--- config.mk ---
export PLATFORM = sky130hd
export DESIGN_NAME = sys_arr_feeder
export DESIGN_NICKNAME = d
export VERILOG_FILES = /design/src/rtl/sys_arr_pkg.sv /design/src/rtl/sys_skew_lane.sv /design/src/rtl/sys_arr_feeder.sv
export SDC_FILE = /design/constraint.sdc
export NUM_CORES = 1
export LEC_CHECK = 0
export BUFFER_PORTS_ARGS = -buffer_cell sky130_fd_sc_hd__buf_2
export CORE_MARGIN = 4
export CORE_UTILIZATION = 50
export CTS_CLUSTER_SIZE = 14
export DETAILED_ROUTE_END_ITERATION = 16
export PLACE_DENSITY = 0.85
export SYNTH_ARGS = -nofsm -noshare
export SYNTH_HDL_FRONTEND = slang
export SYNTH_SLANG_ARGS = --single-unit
--- constraint.sdc ---
create_clock -name clk -period 4.1 [get_ports clk]
set_input_delay 0.82 -clock clk [delete_from_list [all_inputs] [get_ports clk]]
set_output_delay 0.82 -clock clk [all_outputs]
set_load 0.01 [all_outputs]
--- src/rtl/sys_arr_pkg.sv ---
// Shared types and constants for the systolic-array input feeder.
package sys_arr_pkg;

   localparam int LANE_W = 8;

   typedef enum logic [1:0] {
      IDLE  = 2'd0,
      FEED  = 2'd1,
      DRAIN = 2'd2
   } state_t;

endpackage

--- src/rtl/sys_skew_lane.sv ---
// Fixed-depth delay line for one lane of the skew stage; the last stage is the output register.
module sys_skew_lane #(
   parameter int depth  = 1,
   parameter int LANE_W = 8
) (
   input  logic              clk,
   input  logic              reset,
   input  logic [LANE_W-1:0] lane_in,
   output logic [LANE_W-1:0] lane_out
);

   logic [LANE_W-1:0] stage_q [depth];
   logic [LANE_W-1:0] stage_d [depth];

   always_comb begin
      stage_d[0] = lane_in;
      for (int i = 1; i < depth; i++) begin
         stage_d[i] = stage_q[i-1];
      end
   end

   always_ff @(posedge clk or posedge reset) begin
      if (reset) begin
         for (int i = 0; i < depth; i++) begin
            stage_q[i] <= '0;
         end
      end else begin
         for (int i = 0; i < depth; i++) begin
            stage_q[i] <= stage_d[i];
         end
      end
   end

   assign lane_out = stage_q[depth-1];

endmodule

--- src/rtl/sys_arr_feeder.sv ---
// Skews unskewed row vectors diagonally into the systolic array and brackets
// each matrix with drain cycles before returning to idle.
module sys_arr_feeder
   import sys_arr_pkg::*;
#(
   parameter int width_height = 4,
   parameter int data_width   = 8 * width_height
) (
   input  logic                  clk,
   input  logic                  reset,
   input  logic                  in_valid,
   output logic                  in_ready,
   input  logic [data_width-1:0] in_data,
   input  logic                  in_last,
   output logic [data_width-1:0] datain,
   output logic                  active,
   output logic                  done,
   output state_t                dbg_state
);

   localparam int N     = width_height;
   localparam int CNT_W = $clog2(N) + 1;
   localparam logic [CNT_W-1:0] CNT_LOAD = CNT_W'(N - 1);
   localparam logic [CNT_W-1:0] CNT_ONE  = CNT_W'(1);

   state_t           state_q, state_d;
   logic [CNT_W-1:0] drain_cnt_q, drain_cnt_d;
   logic             active_q, active_d;
   logic             done_q, done_d;
   logic             accept;
   logic [data_width-1:0] lane_src;

   // Handshake: a row transfers on a rising edge when in_valid & in_ready;
   // in_ready depends only on state, never on in_valid.
   assign in_ready = (state_q != DRAIN);
   assign accept   = in_valid & in_ready;
   assign lane_src = accept ? in_data : '0;

   always_comb begin
      state_d     = state_q;
      drain_cnt_d = drain_cnt_q;
      done_d      = 1'b0;
      active_d    = accept | (state_q == FEED) | (state_q == DRAIN);
      unique case (state_q)
         IDLE, FEED: begin
            if (accept) begin
               if (in_last) begin
                  if (N == 1) begin
                     state_d = IDLE;
                     done_d  = 1'b1;
                  end else begin
                     state_d     = DRAIN;
                     drain_cnt_d = CNT_LOAD;
                  end
               end else begin
                  state_d = FEED;
               end
            end
         end
         DRAIN: begin
            // Leaving on count 1 makes the last drain cycle coincide with the final lane's data.
            if (drain_cnt_q <= CNT_ONE) begin
               state_d     = IDLE;
               drain_cnt_d = '0;
               done_d      = 1'b1;
            end else begin
               drain_cnt_d = drain_cnt_q - CNT_ONE;
            end
         end
         default: begin
            state_d     = IDLE;
            drain_cnt_d = '0;
         end
      endcase
   end

   always_ff @(posedge clk or posedge reset) begin
      if (reset) begin
         state_q     <= IDLE;
         drain_cnt_q <= '0;
         active_q    <= 1'b0;
         done_q      <= 1'b0;
      end else begin
         state_q     <= state_d;
         drain_cnt_q <= drain_cnt_d;
         active_q    <= active_d;
         done_q      <= done_d;
      end
   end

   for (genvar k = 0; k < N; k++) begin : g_lane
      sys_skew_lane #(
         .depth  (k + 1),
         .LANE_W (LANE_W)
      ) u_lane (
         .clk      (clk),
         .reset    (reset),
         .lane_in  (lane_src[k*LANE_W +: LANE_W]),
         .lane_out (datain[k*LANE_W +: LANE_W])
      );
   end

   assign active    = active_q;
   assign done      = done_q;
   assign dbg_state = state_q;

endmodule

-- Yosys cells after proc, flatten, opt, wreduce, memory -nomap -nowiden
Cells that the tools add are included.
- multiplexer cells: 11
- eq/ne operators: 6
- shift operators: 0
- multipliers: 0
- $lt $le $gt $ge: 1
- bitwise logic cells: 3
- $add $sub $neg: 1
- reduce and logical (&&, ||, !) cells: 4
- divide/modulo/power cells: 0
- operators with widths (operator ; number):
    32-bit 2-to-1 mux ; 1
    3-bit 2-to-1 mux ; 3
    2-bit 2-to-1 mux ; 3
    2-bit inequality test (second input constant) ; 3
    3-bit case mux with 2 select lines ; 1
    2-bit case mux with 2 select lines ; 1
    2-bit AND reduction ; 2
    3-bit by 1-bit <= comparator with 1-bit output (second input constant) ; 1
    3-bit by 1-bit subtractor with 3-bit output (second input constant) ; 1
    2-bit by 1-bit == test with 1-bit output (second input constant) ; 1
    2-bit == test (second input constant) ; 1
    2-bit logical NOT ; 1
    1-bit 2-to-1 mux ; 2
    2-bit by 1-bit inequality test with 1-bit output (second input constant) ; 1
    1-bit OR ; 2
    2-bit OR reduction ; 1
    1-bit bitwise AND ; 1
- output and inout bits: 37
- input bits: 36
- memories kept: 0
- logic and storage cells: 40
- flip-flop bits (word level): 87
- bits in latches: 0
- memory bits (writable): 0
- bits in read-only memories: 0

-- Longest topological paths before layout
Gate-level depths: netlist of run 1.
- depth after elaboration: 4
- gate-level depth with buffers: 4
- depth with buffers taken out: 4

-- Cells and area by module
Synthesis of run 1 repeated with hierarchy kept, for this count alone.
- cell total of the unflattened synthesis: 156
- area, all modules: 2615.0 um2
- by module, submodules not included (module ; area each (um2) ; cells an instance ; instances ; seq. area each (um2)):
    sys_skew_lane at g_lane[3].u_lane ; 804.5 ; 33 ; 1 ; 800.8
    sys_skew_lane at g_lane[2].u_lane ; 604.3 ; 25 ; 1 ; 600.6
    sys_arr_feeder ; 598.1 ; 72 ; 1 ; 175.2
    sys_skew_lane at g_lane[1].u_lane ; 404.1 ; 17 ; 1 ; 400.4
    sys_skew_lane at g_lane[0].u_lane ; 203.9 ; 9 ; 1 ; 200.2

-- Worst setup path before layout of run 1
OpenSTA, ideal clock, no wires.
- path kind: reg2out
- start point: reg state_q[1] (netlist: dbg_state[1])
- end point: out in_ready
- arrival time: 937 ps
- required time: 3280 ps
- slack: 2343 ps
- cell stages (with the launch flop): 4
- buffers on the path: 2
- cell sequence: dfrtp_1 -> nand2b_1 -> buf_6 -> clkbuf_1
- word-level cells in the longest chain between the ends: 1
- RTL lines (item ; RTL line ; source):
    from (decl) ; sys_arr_feeder.sv:26 ; state_t state_q, state_d;
    from (signal assigned) ; sys_arr_feeder.sv:84 ; state_q <= state_d;
    2-bit inequality test ; sys_arr_feeder.sv:35 ; assign in_ready = (state_q != DRAIN);
    to (decl) ; sys_arr_feeder.sv:12 ; output logic in_ready,
No other way between the ends.

-- Worst setup path in the final report of run 1
Same ends and word-level chain as after synthesis.

==> results of run 1 <==
sequential cells by signal (all words and copies together), names as in the netlist:
name                    cells
active                      1
dbg_state                   2
done                        1
drain_cnt_q                 3
g_lane.u_lane.lane_out     32
g_lane.u_lane.stage_d      48
stage by stage:
| step | total power, mW | setup WS, ns | cell area [um2] |
|---|---|---|---|
| final | 1.95 | 1.48 | 3190 |
| after global routing | 2.06 | 1.32 | 3190 |
| after CTS | 1.98 | 1.46 | 3190 |
| after detailed placement | 1.38 | 1.83 | 2990 |
| after global placement | 1.36 | 1.89 | 2990 |
| after floorplan | 1.26 | 1.03 | 2570 |
cells by family (layout without fill, tap and decap cells):
family | after synthesis | in the layout | share of synthesized area [%]
buffers and inverters | 13 | 94 | 2.19
flip-flops | 87 | 87 | 84.7
AND/OR/NAND/NOR | 43 | 43 | 9.93
AO/OA/AOI/OAI | 7 | 7 | 1.80
adder cells (fa/ha/maj) | 2 | 2 | 0.974
multiplexers | 1 | 1 | 0.389
worst max-delay path by stage:
stage / slack, ns / to / startpoint / cells past startpoint
final: 1.48 / in_ready / dbg_state[1] / 2
after global placement: 1.89 / in_ready / dbg_state[1] / 2
after detailed placement: 1.83 / in_ready / dbg_state[1] / 2
after floorplan: 1.03 / active / reset / 1
after CTS: 1.46 / in_ready / dbg_state[1] / 2
after global routing: 1.32 / in_ready / dbg_state[1] / 2
power groups by stage:
stage	Sequential, mW	Clock, mW	Combinational [mW]
finish	1.06	0.603	0.288
global route	1.08	0.660	0.323
CTS	1.06	0.619	0.295
detailed placement	1.08	0	0.294
global placement	1.07	0	0.286
floorplan	1.10	0	0.156
worst max-delay path: stages, from the launching register on:
cell	delay [ns]
dfrtp_1	0.45
nand2b_1	0.74
buf_2	0.28
cell type report:
cell class,count,area [um2],share of cell area [%]
clock buffer,12,135,4.24
multi-input combinational,53,337,10.5
inverter,5,20.0,0.627
timing repair buffer,73,368,11.5
sequential,87,2180,68.2
clock inverter,4,70.1,2.20
tap,67,83.8,2.63
cell usage after synthesis (2+ instances only):
library cell	instances	area, um2
and3_1	32	200
clkbuf_1	7	26.3
dfrtp_1	87	2180
ha_1	2	25.0
inv_1	5	18.8
nand2_1	2	7.51
nand2b_1	2	12.5
nor2_1	3	11.3
nor3_1	2	10.0
o22ai_1	3	18.8
metal layers:
layer | share of wire (%) | track usage (%) | up-vias
met5 | 0 | 0 | -
met4 | 2.2 | 8.59 | 0
met3 | 9.6 | 5.42 | 10
li1 | - | - | 652
met2 | 50 | 21.4 | 54
met1 | 38 | 15.9 | 672
==> impl_results.md, run 1 <==
- Outcome: complete, no violations
- Worst r2r src: dbg_state[1]
- Vias per std cell: 4.61
- Filler cell count: 356
- Global-route wire length before repair: 6340 um
- Total CTS buffers: 9
- Vias in the first global route: 1400
- Htree depth: 3
- Antenna viol nets, final: 0
- First-pass iteration count of the detailed router: 4
- Hold path cells: 0
- Max Clk Rate: 381 MHz
- Worst r2r path cells: 3
- Crit path time final: 2.62 ns
- Setup TNS: 0 ns
- Ratio of cells with drive above 1 in the final layout: 37.2%
- Routability cong.: 0.703
- Worst hold start: g_lane[3].u_lane.stage_d[17]
- Io pins: 73
- Die area: 0.00635 mm2
- Max_slew headroom: 31.6%
- P&R area growth vs syn: 24.1%
- Fin crit share: 63.9%
- Routed via count: 1388
- Cell Area, Synth: 0.00257 mm2
- Combinational power share: 14.8%
- Power per Cell Area: 612 mW/mm2
- Worst-path clk slew: 0.08 ns
- Post-Route WL: 3980 um
- N_diodes: 0
- Die width: 79.7 um
- Placed Cells: 285
- Grt ovf: 0
- Flop-to-flop setup slack: 2.29 ns
- Most frequent cells in the layout: 87 x dfrtp_1, 72 x buf_2, 32 x and3_1, 9 x clkbuf_8, 4 x inv_1
- Largest net degree at the start of global routing: 67
- Syn Area/Cell: 16.8 um2
- Leak: 1.80 nW
- Actual slew at the worst max-slew pin: 1.02 ns
- Layout Cells excl Fill: 301
- Post-CTS Setup Inserts: 0
- Die Span Y: 79.7 um
- CORE AREA: 0.00485 mm2
- Cts repair resizes: 0
- WP data arrival: 1.80 ns
- R2r endpoint: drain_cnt_q[1]
- Crit path max fanout: 37
- Hold Vio Cnt, Final: 0
- Input/output buffers: 72
- Clock power share: 30.9%
- Insertion delay to the later sink of the worst-skew pair: 0.33 ns
- Post-Synthesis Net Count: 191
- WHS: 0.349 ns
- Sequential Power Share: 54.4%
- RSZ-0062 raised after global routing: false
- Critical Setup Path Class: reg2out
- Max Cap Viol: 0
- Internal: 1.47 mW
- Initial antenna violation count: 0
- Mapped Cells: 153
- Sw Ratio: 25.0%
- Post-synth EDFFs: 0
- Dpl hpwl: 2700 um
- Avg WL per Cell: 13.2 um
- Initial Util: 53.0%
- CP Capture Type: primary output
- VDD IR max: 0.371 mV
- Sequential share of the synthesized area: 84.7%
- DR DRC count: 0
- Psw: 0.488 mW
- CTS Sinks: 87
- Synth warnings: 0
- Startpoint Class: register
- Max-slew violations: 0
- Skew final: 0.00493 ns
- Hold/Removal Path Class: reg2reg
- CP required: 3.28 ns
- Final nets: 267
- All-Layer GR Usage: 13.8%
- Row cnt: 25
- Root buf cell: clkbuf_8
- Asr flop ratio synth: 100%
- Longest Clk Path Bufs: 2
- Violation count after the first detailed-route iteration: 79
- Hold Path Sink: g_lane[3].u_lane.stage_d[9]
- Setup violations, final: 0
- Commonest non-fill, non-tap cell in the layout: dfrtp_1
- Synth Flop Type: dfrtp_1
- FF+latch count, synth: 87
- Yosys cell types: 18
- CTS tree: built
- Final Core Density: 65.8%
- Hold Buf Count CTS: 0
(Power assumes the default switching activity.)
==> run 2: changes to the inputs <==
Settings changed: CORE_UTILIZATION 50 to 45, PLACE_DENSITY 0.85 to 0.81.
Clock period 4.1 ns to 2.4 ns, I/O delays scaled along.
==> run 2 against run 1 <==
Net effect: sequential power increased by 71%; routed wire length is 0.60% higher; design area increased by 1.6%; cell count rose by 2.0%; clock-buffer cell count down 2; non-clock buffer count grew 2; critical path type unchanged.
==> impl_results.md, run 2 (synthesis results as in run 1) <==
- Outcome: complete, no violations
- RSZ-0062 raised after global routing: false
- Hold/Removal Path Class: in2async
- Sequential Power Share: 53.4%
- Largest net degree at the start of global routing: 47
- Ratio of cells with drive above 1 in the final layout: 38.7%
- Hold Buf Count CTS: 0
- Setup TNS: 0 ns
- Row cnt: 27
- Clock power share: 31.5%
- VDD IR max: 0.612 mV
- Placed instance area: 0.00302 mm2
- Avg WL per Cell: 13.0 um
- N_diodes: 0
- Routability cong.: 0.744
- Sw Ratio: 25.2%
- Input/output buffers: 72
- Fin crit share: 73.5%
- Final nets: 269
- Max-slew violations: 0
- Die area: 0.00698 mm2
- Worst-path clk slew: 0.08 ns
- Commonest non-fill, non-tap cell in the layout: dfrtp_1
- Post-Route WL: 4000 um
- Total CTS buffers: 9
- Initial Util: 46.7%
- Worst r2r src: dbg_state[1]
- Grt ovf: 0
- Startpoint Class: register
- Longest Clk Path Bufs: 2
- Die Span Y: 83.6 um
- Insertion delay to the later sink of the worst-skew pair: 0.33 ns
- Critical Setup Path Class: reg2out
- P&R area growth vs syn: 26.1%
- Setup violations, final: 0
- Crit path time final: 1.76 ns
- Root buf cell: clkbuf_8
- Combinational power share: 15.2%
- Psw: 0.856 mW
- WP data arrival: 1.28 ns
- Power per Cell Area: 1050 mW/mm2
- Max Clk Rate: 567 MHz
- Flop-to-flop setup slack: 0.99 ns
- Cts repair resizes: 0
- Largest register FFs: 48
- CORE AREA: 0.00551 mm2
- Pwr Total: 3.40 mW
- Initial antenna violation count: 0
- Worst r2r path cells: 4
- Skew final: 0.00651 ns
- Violation count after the first detailed-route iteration: 56
- First-pass iteration count of the detailed router: 4
- Max Cap Viol: 0
- CP required: 1.92 ns
- CTS tree: built
- Vias per std cell: 4.53
- All-Layer GR Usage: 12.6%
- Global-route wire length before repair: 6760 um
- Most frequent cells in the layout: 87 x dfrtp_1, 72 x buf_2, 32 x and3_1, 10 x clkbuf_8, 4 x inv_1
- CP Capture Type: primary output
- Design area: 0.00324 mm2
- Hold Vio Cnt, Final: 0
- R2r endpoint: drain_cnt_q[2]
- Htree depth: 3
- Antenna viol nets, final: 0
- Routed via count: 1392
- Leak: 1.82 nW
- Dpl hpwl: 2800 um
- Vias in the first global route: 1499
- Die width: 83.6 um
- Post-CTS Setup Inserts: 0
- Crit path max fanout: 12
- Max_slew headroom: 54.1%
- DR DRC count: 0
- Io pins: 73
- Internal: 2.54 mW
- Actual slew at the worst max-slew pin: 0.687 ns
- CTS Sinks: 87
run 2: changes by cell type in the layout (fill, tap and decap cells not counted), sizes merged:
cell and delta:
buf +2, clkbuf -2, clkinv -2, clkinvlp +2
inv +1
run 2: worst max-delay path by stage:
| stage | start | to | slack [ns] | cells past startpoint |
|---|---|---|---|---|
| floorplan | reset | active | 0.91 | 1 |
| global placement | in_valid | drain_cnt_q[2] | 1.0 | 4 |
| detailed placement | in_valid | drain_cnt_q[2] | 0.94 | 4 |
| CTS | dbg_state[1] | in_ready | 0.60 | 2 |
| global route | dbg_state[1] | in_ready | 0.53 | 2 |
| finish | dbg_state[1] | in_ready | 0.64 | 2 |
run 2: power by group through the flow:
stage          clock, mW  combinational, mW  sequential, mW
6_report            1.07              0.515            1.81
5_1_grt             1.18              0.579            1.85
4_1_cts             1.11              0.528            1.82
3_5_place_dp           0              0.528            1.85
3_3_place_gp           0              0.507            1.83
2_1_floorplan          0              0.267            1.88
run 2: through the flow:
step / cells / worst slack, ns / utilization [%] / hold slack, ns
floorplan: 153 / 0.912 / - / 0.331
finish: 307 / 0.636 / 58.9 / 0.245
global placement: 292 / 0.996 / 54.9 / 0.331
CTS: 307 / 0.602 / 58.9 / 0.247
global route: 307 / 0.530 / 58.9 / 0.283
detailed placement: 292 / 0.945 / 54.9 / 0.335
run 2: critical path: stages, from the launching register on:
cell	delay, ns
dfrtp_1	0.45
nand2b_1	0.30
buf_2	0.20
run 2: cell type report:
cell class	count	area [um2]
Sequential cell	87	2180
Tap cell	72	90.1
Multi-Input combinational cell	53	337
Clock buffer	10	138
Timing Repair Buffer	75	395
Fill cell	428	2270
Clock inverter	5	81.3
Inverter	5	22.5
run 2: routing by layer:
metal	vias up	routed length [um]	track usage, %
met1	672	1490	13.2
met4	0	62	6.58
met2	51	2090	21.4
li1	661	-	-
met3	8	355	5.43
met5	-	0	0
